**src/rtl/pi_point_plotter.sv**
```systemverilog
// Monte Carlo pi plotter: clears the frame store, then plots pseudo-random points
// inside a SQUARE x SQUARE region, colouring them by quarter-circle membership.
// Inside/total counters give the estimate pi ~= 4 * insideCount / totalCount.
module pi_point_plotter #(
    parameter int unsigned FRAME_WIDTH  = 640,
    parameter int unsigned FRAME_HEIGHT = 480,
    parameter int unsigned SQUARE       = 480,
    parameter int unsigned NUM_POINTS   = 10000,
    parameter logic [3:0]  BG_COLOR     = 4'h0,
    parameter logic [3:0]  IN_COLOR     = 4'hA,
    parameter logic [3:0]  OUT_COLOR    = 4'hC,
    parameter logic [15:0] SEED_X       = 16'hACE1,
    parameter logic [15:0] SEED_Y       = 16'h1D2B
) (
    input  logic        clk,
    input  logic        reset,
    input  logic        start,
    output logic        busy,
    output logic        done,
    output logic [9:0]  writeX,
    output logic [9:0]  writeY,
    output logic [3:0]  wrColor,
    output logic        wrEnable,
    output logic [19:0] insideCount,
    output logic [19:0] totalCount
);

    typedef enum logic [1:0] {
        StIdle,
        StClear,
        StPlot,
        StDone
    } state_e;

    localparam logic [9:0]  LastX     = 10'(FRAME_WIDTH - 1);
    localparam logic [9:0]  LastY     = 10'(FRAME_HEIGHT - 1);
    localparam logic [9:0]  SquareLim = 10'(SQUARE);
    localparam logic [9:0]  SquareTop = 10'(SQUARE - 1);
    localparam logic [20:0] RadiusSq  = 21'(SQUARE * SQUARE);
    localparam logic [19:0] LastPoint = 20'(NUM_POINTS - 1);

    state_e state_q, state_d;

    logic [15:0] lfsr_x_q, lfsr_x_d;
    logic [15:0] lfsr_y_q, lfsr_y_d;

    // Write-port registers; during CLEAR wr_x_q/wr_y_q double as the sweep position.
    logic [9:0]  wr_x_q, wr_x_d;
    logic [9:0]  wr_y_q, wr_y_d;
    logic [3:0]  wr_color_q, wr_color_d;
    logic        wr_en_q, wr_en_d;
    logic [19:0] inside_q, inside_d;
    logic [19:0] total_q, total_d;

    // Candidate point for the current PLOT cycle.
    logic [9:0]  pt_x, pt_y;
    logic [20:0] pt_x_w, pt_y_w;
    logic [20:0] dist_sq;
    logic        pt_accept;
    logic        pt_inside;

    // Point sampling and classification against the quarter circle.
    always_comb begin
        pt_x      = lfsr_x_q[9:0];
        pt_y      = lfsr_y_q[9:0];
        pt_x_w    = {11'b0, pt_x};
        pt_y_w    = {11'b0, pt_y};
        // Full 21-bit sum: each square fits in 20 bits since x, y <= 1023.
        dist_sq   = (pt_x_w * pt_x_w) + (pt_y_w * pt_y_w);
        pt_accept = (pt_x < SquareLim) && (pt_y < SquareLim);
        // A point exactly on the circle counts as outside.
        pt_inside = dist_sq < RadiusSq;
    end

    // Next-state, write-port and counter logic.
    always_comb begin
        state_d    = state_q;
        lfsr_x_d   = lfsr_x_q;
        lfsr_y_d   = lfsr_y_q;
        wr_x_d     = wr_x_q;
        wr_y_d     = wr_y_q;
        wr_color_d = wr_color_q;
        wr_en_d    = 1'b0;
        inside_d   = inside_q;
        total_d    = total_q;

        case (state_q)
            StIdle, StDone: begin
                if (start) begin
                    // Load the first clear pixel so (0,0) is written on the first CLEAR cycle.
                    state_d    = StClear;
                    wr_en_d    = 1'b1;
                    wr_x_d     = 10'd0;
                    wr_y_d     = 10'd0;
                    wr_color_d = BG_COLOR;
                    inside_d   = 20'd0;
                    total_d    = 20'd0;
                end
            end

            StClear: begin
                wr_color_d = BG_COLOR;
                if (wr_x_q == LastX) begin
                    if (wr_y_q == LastY) begin
                        // Last pixel is on the bus now; the first PLOT cycle writes nothing.
                        state_d = StPlot;
                    end else begin
                        wr_en_d = 1'b1;
                        wr_x_d  = 10'd0;
                        wr_y_d  = wr_y_q + 10'd1;
                    end
                end else begin
                    wr_en_d = 1'b1;
                    wr_x_d  = wr_x_q + 10'd1;
                end
            end

            StPlot: begin
                // Fibonacci LFSR, taps 16,14,13,11, feedback into bit 0.
                lfsr_x_d = {lfsr_x_q[14:0],
                            lfsr_x_q[15] ^ lfsr_x_q[13] ^ lfsr_x_q[12] ^ lfsr_x_q[10]};
                lfsr_y_d = {lfsr_y_q[14:0],
                            lfsr_y_q[15] ^ lfsr_y_q[13] ^ lfsr_y_q[12] ^ lfsr_y_q[10]};
                if (pt_accept) begin
                    wr_en_d = 1'b1;
                    wr_x_d  = pt_x;
                    // Flip vertically so the plot origin sits bottom-left.
                    wr_y_d  = SquareTop - pt_y;
                    total_d = total_q + 20'd1;
                    if (pt_inside) begin
                        wr_color_d = IN_COLOR;
                        inside_d   = inside_q + 20'd1;
                    end else begin
                        wr_color_d = OUT_COLOR;
                    end
                    if (total_q == LastPoint) begin
                        state_d = StDone;
                    end
                end
            end

            default: begin
                state_d = StIdle;
            end
        endcase
    end

    // State, LFSR, write-port and counter registers with synchronous reset.
    always_ff @(posedge clk) begin
        if (reset) begin
            state_q    <= StIdle;
            lfsr_x_q   <= SEED_X;
            lfsr_y_q   <= SEED_Y;
            wr_x_q     <= 10'd0;
            wr_y_q     <= 10'd0;
            wr_color_q <= 4'h0;
            wr_en_q    <= 1'b0;
            inside_q   <= 20'd0;
            total_q    <= 20'd0;
        end else begin
            state_q    <= state_d;
            lfsr_x_q   <= lfsr_x_d;
            lfsr_y_q   <= lfsr_y_d;
            wr_x_q     <= wr_x_d;
            wr_y_q     <= wr_y_d;
            wr_color_q <= wr_color_d;
            wr_en_q    <= wr_en_d;
            inside_q   <= inside_d;
            total_q    <= total_d;
        end
    end

    // Status decode and output mapping.
    always_comb begin
        busy        = (state_q == StClear) || (state_q == StPlot);
        done        = (state_q == StDone);
        writeX      = wr_x_q;
        writeY      = wr_y_q;
        wrColor     = wr_color_q;
        wrEnable    = wr_en_q;
        insideCount = inside_q;
        totalCount  = total_q;
    end

endmodule

```
**config.mk**
```make
export PLATFORM = sky130hd
export DESIGN_NAME = pi_point_plotter
export DESIGN_NICKNAME = d
export VERILOG_FILES = /design/src/rtl/pi_point_plotter.sv
export SDC_FILE = /design/constraint.sdc
export NUM_CORES = 1
export LEC_CHECK = 0
export CAP_MARGIN = 20
export CORE_ASPECT_RATIO = 1.4
export CORE_MARGIN = 5
export CORE_UTILIZATION = 48
export CTS_BUF_LIST = sky130_fd_sc_hd__clkbuf_4
export DETAILED_ROUTE_END_ITERATION = 8
export GPL_ROUTABILITY_DRIVEN = 0
export GPL_TIMING_DRIVEN = 1
export PLACE_DENSITY_LB_ADDON = 0.08
export SLEW_MARGIN = 20
export SYNTH_ARGS = -nofsm -noshare
export SYNTH_HDL_FRONTEND = slang
export SYNTH_SLANG_ARGS = --single-unit
```
**constraint.sdc**
```tcl
create_clock -name clk -period 7.5 [get_ports clk]
set_input_delay 1.125 -clock clk [delete_from_list [all_inputs] [get_ports clk]]
set_output_delay 1.125 -clock clk [all_outputs]
set_load 0.01 [all_outputs]
```
## After elaboration in Yosys (flattened, before gate mapping)

Cells that the tools add are included.

| storage, ports and cells | value |
|---|---|
| output and inout port bits | 67 |
| logic and storage cells | 81 |
| input port bits | 3 |
| register bits after elaboration | 99 |

| operators by class | value |
|---|---|
| $lt $le $gt $ge | 3 |
| reduce and logical (&&, ||, !) cells | 11 |
| bitwise gates (word level) | 6 |
| muxes and demuxes | 30 |
| $add $sub $neg | 6 |
| eq/ne operators | 14 |
| $mul | 2 |

Operators with widths:

| operator | number |
|---|---|
| 2-to-1 mux 20 bit | 4 |
| case mux 20 bit (2 select lines) | 2 |
| 2-to-1 mux 10 bit | 7 |
| case mux 10 bit (3 select lines) | 2 |
| adder 20 x 1 -> 20 bit (second input constant) | 2 |
| multiplier 10 x 10 -> 20 bit | 2 |
| adder 20 x 20 -> 21 bit | 1 |
| less-than comparator 21 x 18 -> 1 bit (second input constant) | 1 |
| adder 10 x 1 -> 10 bit (second input constant) | 2 |
| == test 20 x 14 -> 1 bit (second input constant) | 1 |
| less-than comparator 10 x 9 -> 1 bit (second input constant) | 2 |
| inequality test 2 bit (second input constant) | 7 |
| case mux 4 bit (3 select lines) | 1 |
| == test 10 bit (second input constant) | 1 |
| == test 10 x 9 -> 1 bit (second input constant) | 1 |
| 2-to-1 mux 2 bit | 5 |
| subtractor 9 x 10 -> 10 bit (first input constant) | 1 |
| 2-to-1 mux 4 bit | 2 |
| AND reduction 4 bit | 2 |
| case mux 2 bit (3 select lines) | 1 |
| AND reduction 3 bit | 2 |
| XOR 1 bit | 6 |
| AND reduction 5 bit | 1 |
| == test 2 bit (second input constant) | 2 |
| 11 further kinds | 14 |

## Longest topological paths before layout

| logic depth | value |
|---|---|
| depth after elaboration | 6 |
| gate-level depth with buffers | 26 |
| depth with buffers taken out | 23 |

## Least setup slack after synthesis

OpenSTA, ideal clock, no wires.

| timing | value |
|---|---|
| kind | register to register |
| start | register lfsr_y_q[9] |
| end | register inside_q[2] (netlist: insideCount[2]) |
| setup slack | 0.448 ns |
| required time | 7.426 ns |
| library setup time | 0.074 ns |
| cell stages (with the launch flop) | 25 |
| clock period less this slack | 7.052 ns |
| arrival | 6.977 ns |
| buffers on the path | 3 |
| path through | dfxtp_1 -> clkbuf_1 -> nand2_1 -> fa_1 -> fa_1 -> inv_1 -> fa_1 -> fa_1 -> fa_1 -> fa_1 -> inv_1 -> fa_1 -> inv_1 -> ha_1 -> buf_6 -> a21oi_4 -> o21ai_2 -> a221o_2 -> a221oi_1 -> xnor2_1 -> o221a_2 -> buf_6 -> nand3_2 -> or4_1 -> a31oi_1 |

| between the ends | value |
|---|---|
| cells in the longest elaborated chain, start to end | 5 |
| elaborated cells between the ends (all ways) | 8 |
| classes of those cells | 1 x add/sub; 1 x mul; 2 x order compare; 2 x eq/ne; 2 x reduce/logical |

RTL lines:

| item | RTL line | source |
|---|---|---|
| from (decl) | 45 | `logic [15:0] lfsr_y_q, lfsr_y_d;` |
| from (signal assigned) | 163 | `lfsr_y_q <= lfsr_y_d;` |
| multiplier 10 x 10 -> 20 bit | 69 | `dist_sq = (pt_x_w * pt_x_w) + (pt_y_w * pt_y_w);` |
| adder 20 x 20 -> 21 bit | 69 |  |
| less-than comparator 21 x 18 -> 1 bit | 72 | `pt_inside = dist_sq < RadiusSq;` |
| inequality test 2 bit (no line) | - |  |
| AND reduction 4 bit (no line) * | - |  |
| to (signal assigned) | 168 | `inside_q <= inside_d;` |
| to (decl) | 52 | `logic [19:0] inside_q, inside_d;` |

Every way passes the cells marked *; elsewhere a longest branch is shown, timed or not.
A chain may end at the register's enable or synchronous reset.

## Worst setup path after layout

| timing | value |
|---|---|
| start | register lfsr_x_q[2] |
| end | register inside_q[18] (netlist: insideCount[18]) |

| between the ends | value |
|---|---|
| cells in the longest elaborated chain, start to end | 5 |
| elaborated cells between the ends (all ways) | 8 |
| classes of those cells | 1 x add/sub; 1 x mul; 2 x order compare; 2 x eq/ne; 2 x reduce/logical |

RTL lines:

| item | RTL line | source |
|---|---|---|
| from (decl) | 44 | `logic [15:0] lfsr_x_q, lfsr_x_d;` |
| from (signal assigned) | 162 | `lfsr_x_q <= lfsr_x_d;` |
| multiplier 10 x 10 -> 20 bit | 69 |  |
| adder 20 x 20 -> 21 bit | 69 |  |
| less-than comparator 21 x 18 -> 1 bit | 72 |  |
| inequality test 2 bit (no line) | - |  |
| AND reduction 4 bit (no line) * | - |  |

Marks and branches as above.

==> impl_metrics.tcl <==
set metrics [dict create \
    path_max_fanout 8 \
    die_area_um2 25000 \
    clkSlewWorstSetupHoldPaths_ns 0.18 \
    reg2reg_from "lfsr_x_q[2]$_SDFFE_PP0P_" \
    die_w_um 135 \
    finalSetupViolCount 0 \
    critical_path.cell_chain "and2_1 > fa_1 > inv_1 > fa_1 > inv_1 > fa_1 > fa_1 > fa_1 > fa_1 > inv_1 > fa_1 > inv_1 > ha_2 > a21oi_4 > o21ai_2 > a221o_2 > a221oi_1 > xnor2_1 > o221a_4 > nand3_1 > or4_1 > o21ai_0" \
    place_ws_ns 0.207 \
    grt_overflow 0 \
    setup_tns_ns 0 \
    path_common_cell "fa_1" \
    synth-simple-area-share_pct 17.8 \
    grt_max_degree 73 \
    crit_path_start "lfsr_x_q[2]$_SDFFE_PP0P_" \
    rrSetupSlack_ns 0.33 \
    drt_iter0_markers 271 \
    layout_setup_ws_ns 0.330 \
    yosys.area.top_type_share_pct 24.5 \
    rows 64 \
    cts_hold_buf 0 \
    fin_util_pct 53.8 \
    finalCriticalPeriod_ns 7.17 \
    die_h_um 185 \
    outcome "completed" \
    critPathKind "flip-flop to flip-flop" \
    min_path_type "flip-flop to flip-flop" \
    synthArstFlopShare_pct 0 \
    synth_area_leader_cell "fa_1" \
    portBuffers 68 \
    htree_levels 3 \
    dr_total_vias 8402 \
    finish.net_count 1484 \
    synthDistinctLibCells 74 \
    dp_hpwl_um 20300 \
    holdCritStartpoint "lfsr_y_q[11]$_SDFFE_PP1P_" \
    viasPerCell 5.38 \
    synth_top_family_by_area "adder cells" \
    synth_area_um2 10500 \
    ant_nets 0 \
    period_share_pct 95.6 \
    remaining_drc_errors 0 \
    cts_made_buffers 9 \
    worst_setup_path_end_kind "flip-flop" \
    synth_compound_area_share_pct 12.0 \
    syn_inst 1212 \
    syn-num-nets 1438 \
    wl_per_cell_um 16.3 \
    drive_gt1_share_pct 6.02 \
    dr.pass1.iters 5 \
    cap_violations 0 \
    core_um2 21800 \
    syn_area_per_cell_um2 8.69 \
    slowest_stage "fa_1" \
    place_area_um2 11500 \
    ys_seq_elements 98 \
    cts_tree "built" \
    yosysMostFrequentCell "inv_1" \
    rsz0062_at_grt "true" \
    cp_num_buf_inv 4 \
    insertion_delay_ns 0.48 \
    grt_pass1_wl_um 42800 \
    grt_usage_pct 21.1 \
    num_io_pins 70 \
    synthMuxAreaShare_pct 2.97 \
    crit_family "adder cells" \
    start_util_pct 48.4 \
    final_cell_area_um2 11700 \
    clockBufferDepth 2 \
    maxSlewHeadroom_pct 38.4 \
    skew_ns 0.0383 \
    synthTopCellsByCount "inv_1 (189), fa_1 (129), nor2_1 (103)" \
    synth.area.top_cells "fa_1 (25%), dfxtp_1 (19%), ha_1 (11%), inv_1 (6.7%), nor2_1 (3.7%)" \
    yosys_warnings 0 \
    worst_slew_pin_slew_ns 0.921 \
    slew_viol_final 0 \
    cts_sinks 98 \
    wirelength_um 25500 \
    cp.required_ns 7.91 \
    area_growth_pct 11.3 \
    clockRootBuffer "clkbuf_4" \
    synth-adder-area-share_pct 35.7 \
    synth.yosys.seq_area_share_pct 18.6 \
    critPathMaxStageDelay_ns 0.63 \
    ys.flop_type "dfxtp_1" \
    start_kind "flip-flop" \
    synth_xor_area_share_pct 3.66 \
    cp_data_arrival_time_ns 7.58 \
    grt_pass1_vias 8695 \
    synth_edf_count 0 \
    hold_viol 0 \
    clock.fmax_mhz 139 \
    antenna_found_initial 1 \
]
-- path summary, 6_finish.rpt --
check,cells past startpoint,end
worst max register to register,22,insideCount[18]$_SDFFE_PP0P_
worst max-delay path,22,insideCount[18]$_SDFFE_PP0P_
worst min register to register,2,lfsr_y_q[12]$_SDFFE_PP1P_
worst min-delay path,2,lfsr_y_q[12]$_SDFFE_PP1P_
-- worst reg2reg max path: cells and delay by family (launching register included) --
kind | cells | cell delay (ns)
buffers and inverters | 4 | 0.22
flip-flops | 1 | 0.40
adder cells (fa/ha/maj) | 8 | 3.98
AND/OR/NAND/NOR | 3 | 0.91
AO/OA/AOI/OAI | 6 | 1.42
XOR/XNOR | 1 | 0.18
-- logic make-up (layout without fill, tap and decap cells) --
kind of cell	Yosys count	in the layout
AO/OA/AOI/OAI	181	181
XOR/XNOR	44	44
adder cells (fa/ha/maj)	223	223
buffers and inverters	249	300
flip-flops	98	98
multiplexers	31	31
other	1	2
AND/OR/NAND/NOR	385	385
-- per-layer routing --
metal / wire (um) / track usage, % / vias to the layer above
met2: 14000 / 39.7 / 148
met3: 635 / 2.28 / 43
met4: 920 / 8.51 / 0
met5: 0 / 0 / -
li1: - / - / 4089
met1: 9940 / 24.3 / 4122
-- per-stage QoR --
stage               instances  hold slack, ns
floorplan                1212           0.441
global placement         1544           0.461
detailed placement       1544           0.468
CTS                      1560           0.501
global route             1561           0.526
finish                   1561           0.498
-- cell usage in the layout, fill, tap and decap left out, types with 11 or more instances in the layout --
cell / Yosys / final
nand3_1: 47 / 47
xor2_1: 19 / 19
fa_1: 129 / 129
dfxtp_1: 98 / 92
and3_1: 14 / 14
o21a_1: 13 / 13
nand2_1: 94 / 94
a21oi_1: 40 / 40
inv_1: 189 / 189
mux2i_1: 29 / 29
nand4_1: 14 / 14
o21ai_0: 24 / 23
xnor2_1: 25 / 25
ha_1: 94 / 92
a211oi_1: 11 / 11
nor3_1: 21 / 20
a22oi_1: 14 / 14
buf_4: 3 / 27
nor2_1: 103 / 103
clkdlybuf4s50_1: 0 / 67
and2_1: 49 / 49
-- cell type report --
type                       instances  area, um^2
fill                            2172       10100
multi-input combinational        865        7620
sequential                        98        1970
timing repair buffer              95         878
inverter                         189         709
tap                              297         372
clock inverter                     7         105
clock buffer                       9        67.6
antenna                            1        2.50
-- flip-flops by register name (all words and copies together), names as in the netlist --
signal	flops
writeX	10
wrEnable	1
writeY	10
state_q	2
totalCount	20
lfsr_x_q	16
lfsr_y_q	16
wrColor	3
insideCount	20
-- what timing repair did --
action	in CTS	in global routing
gates resized for setup	0	11
setup buffers	0	0
endpoints found under the setup margin	0	19
Power is not shown: default switching activity piles up to over one toggle a cycle in this logic, so the estimate is an artifact.
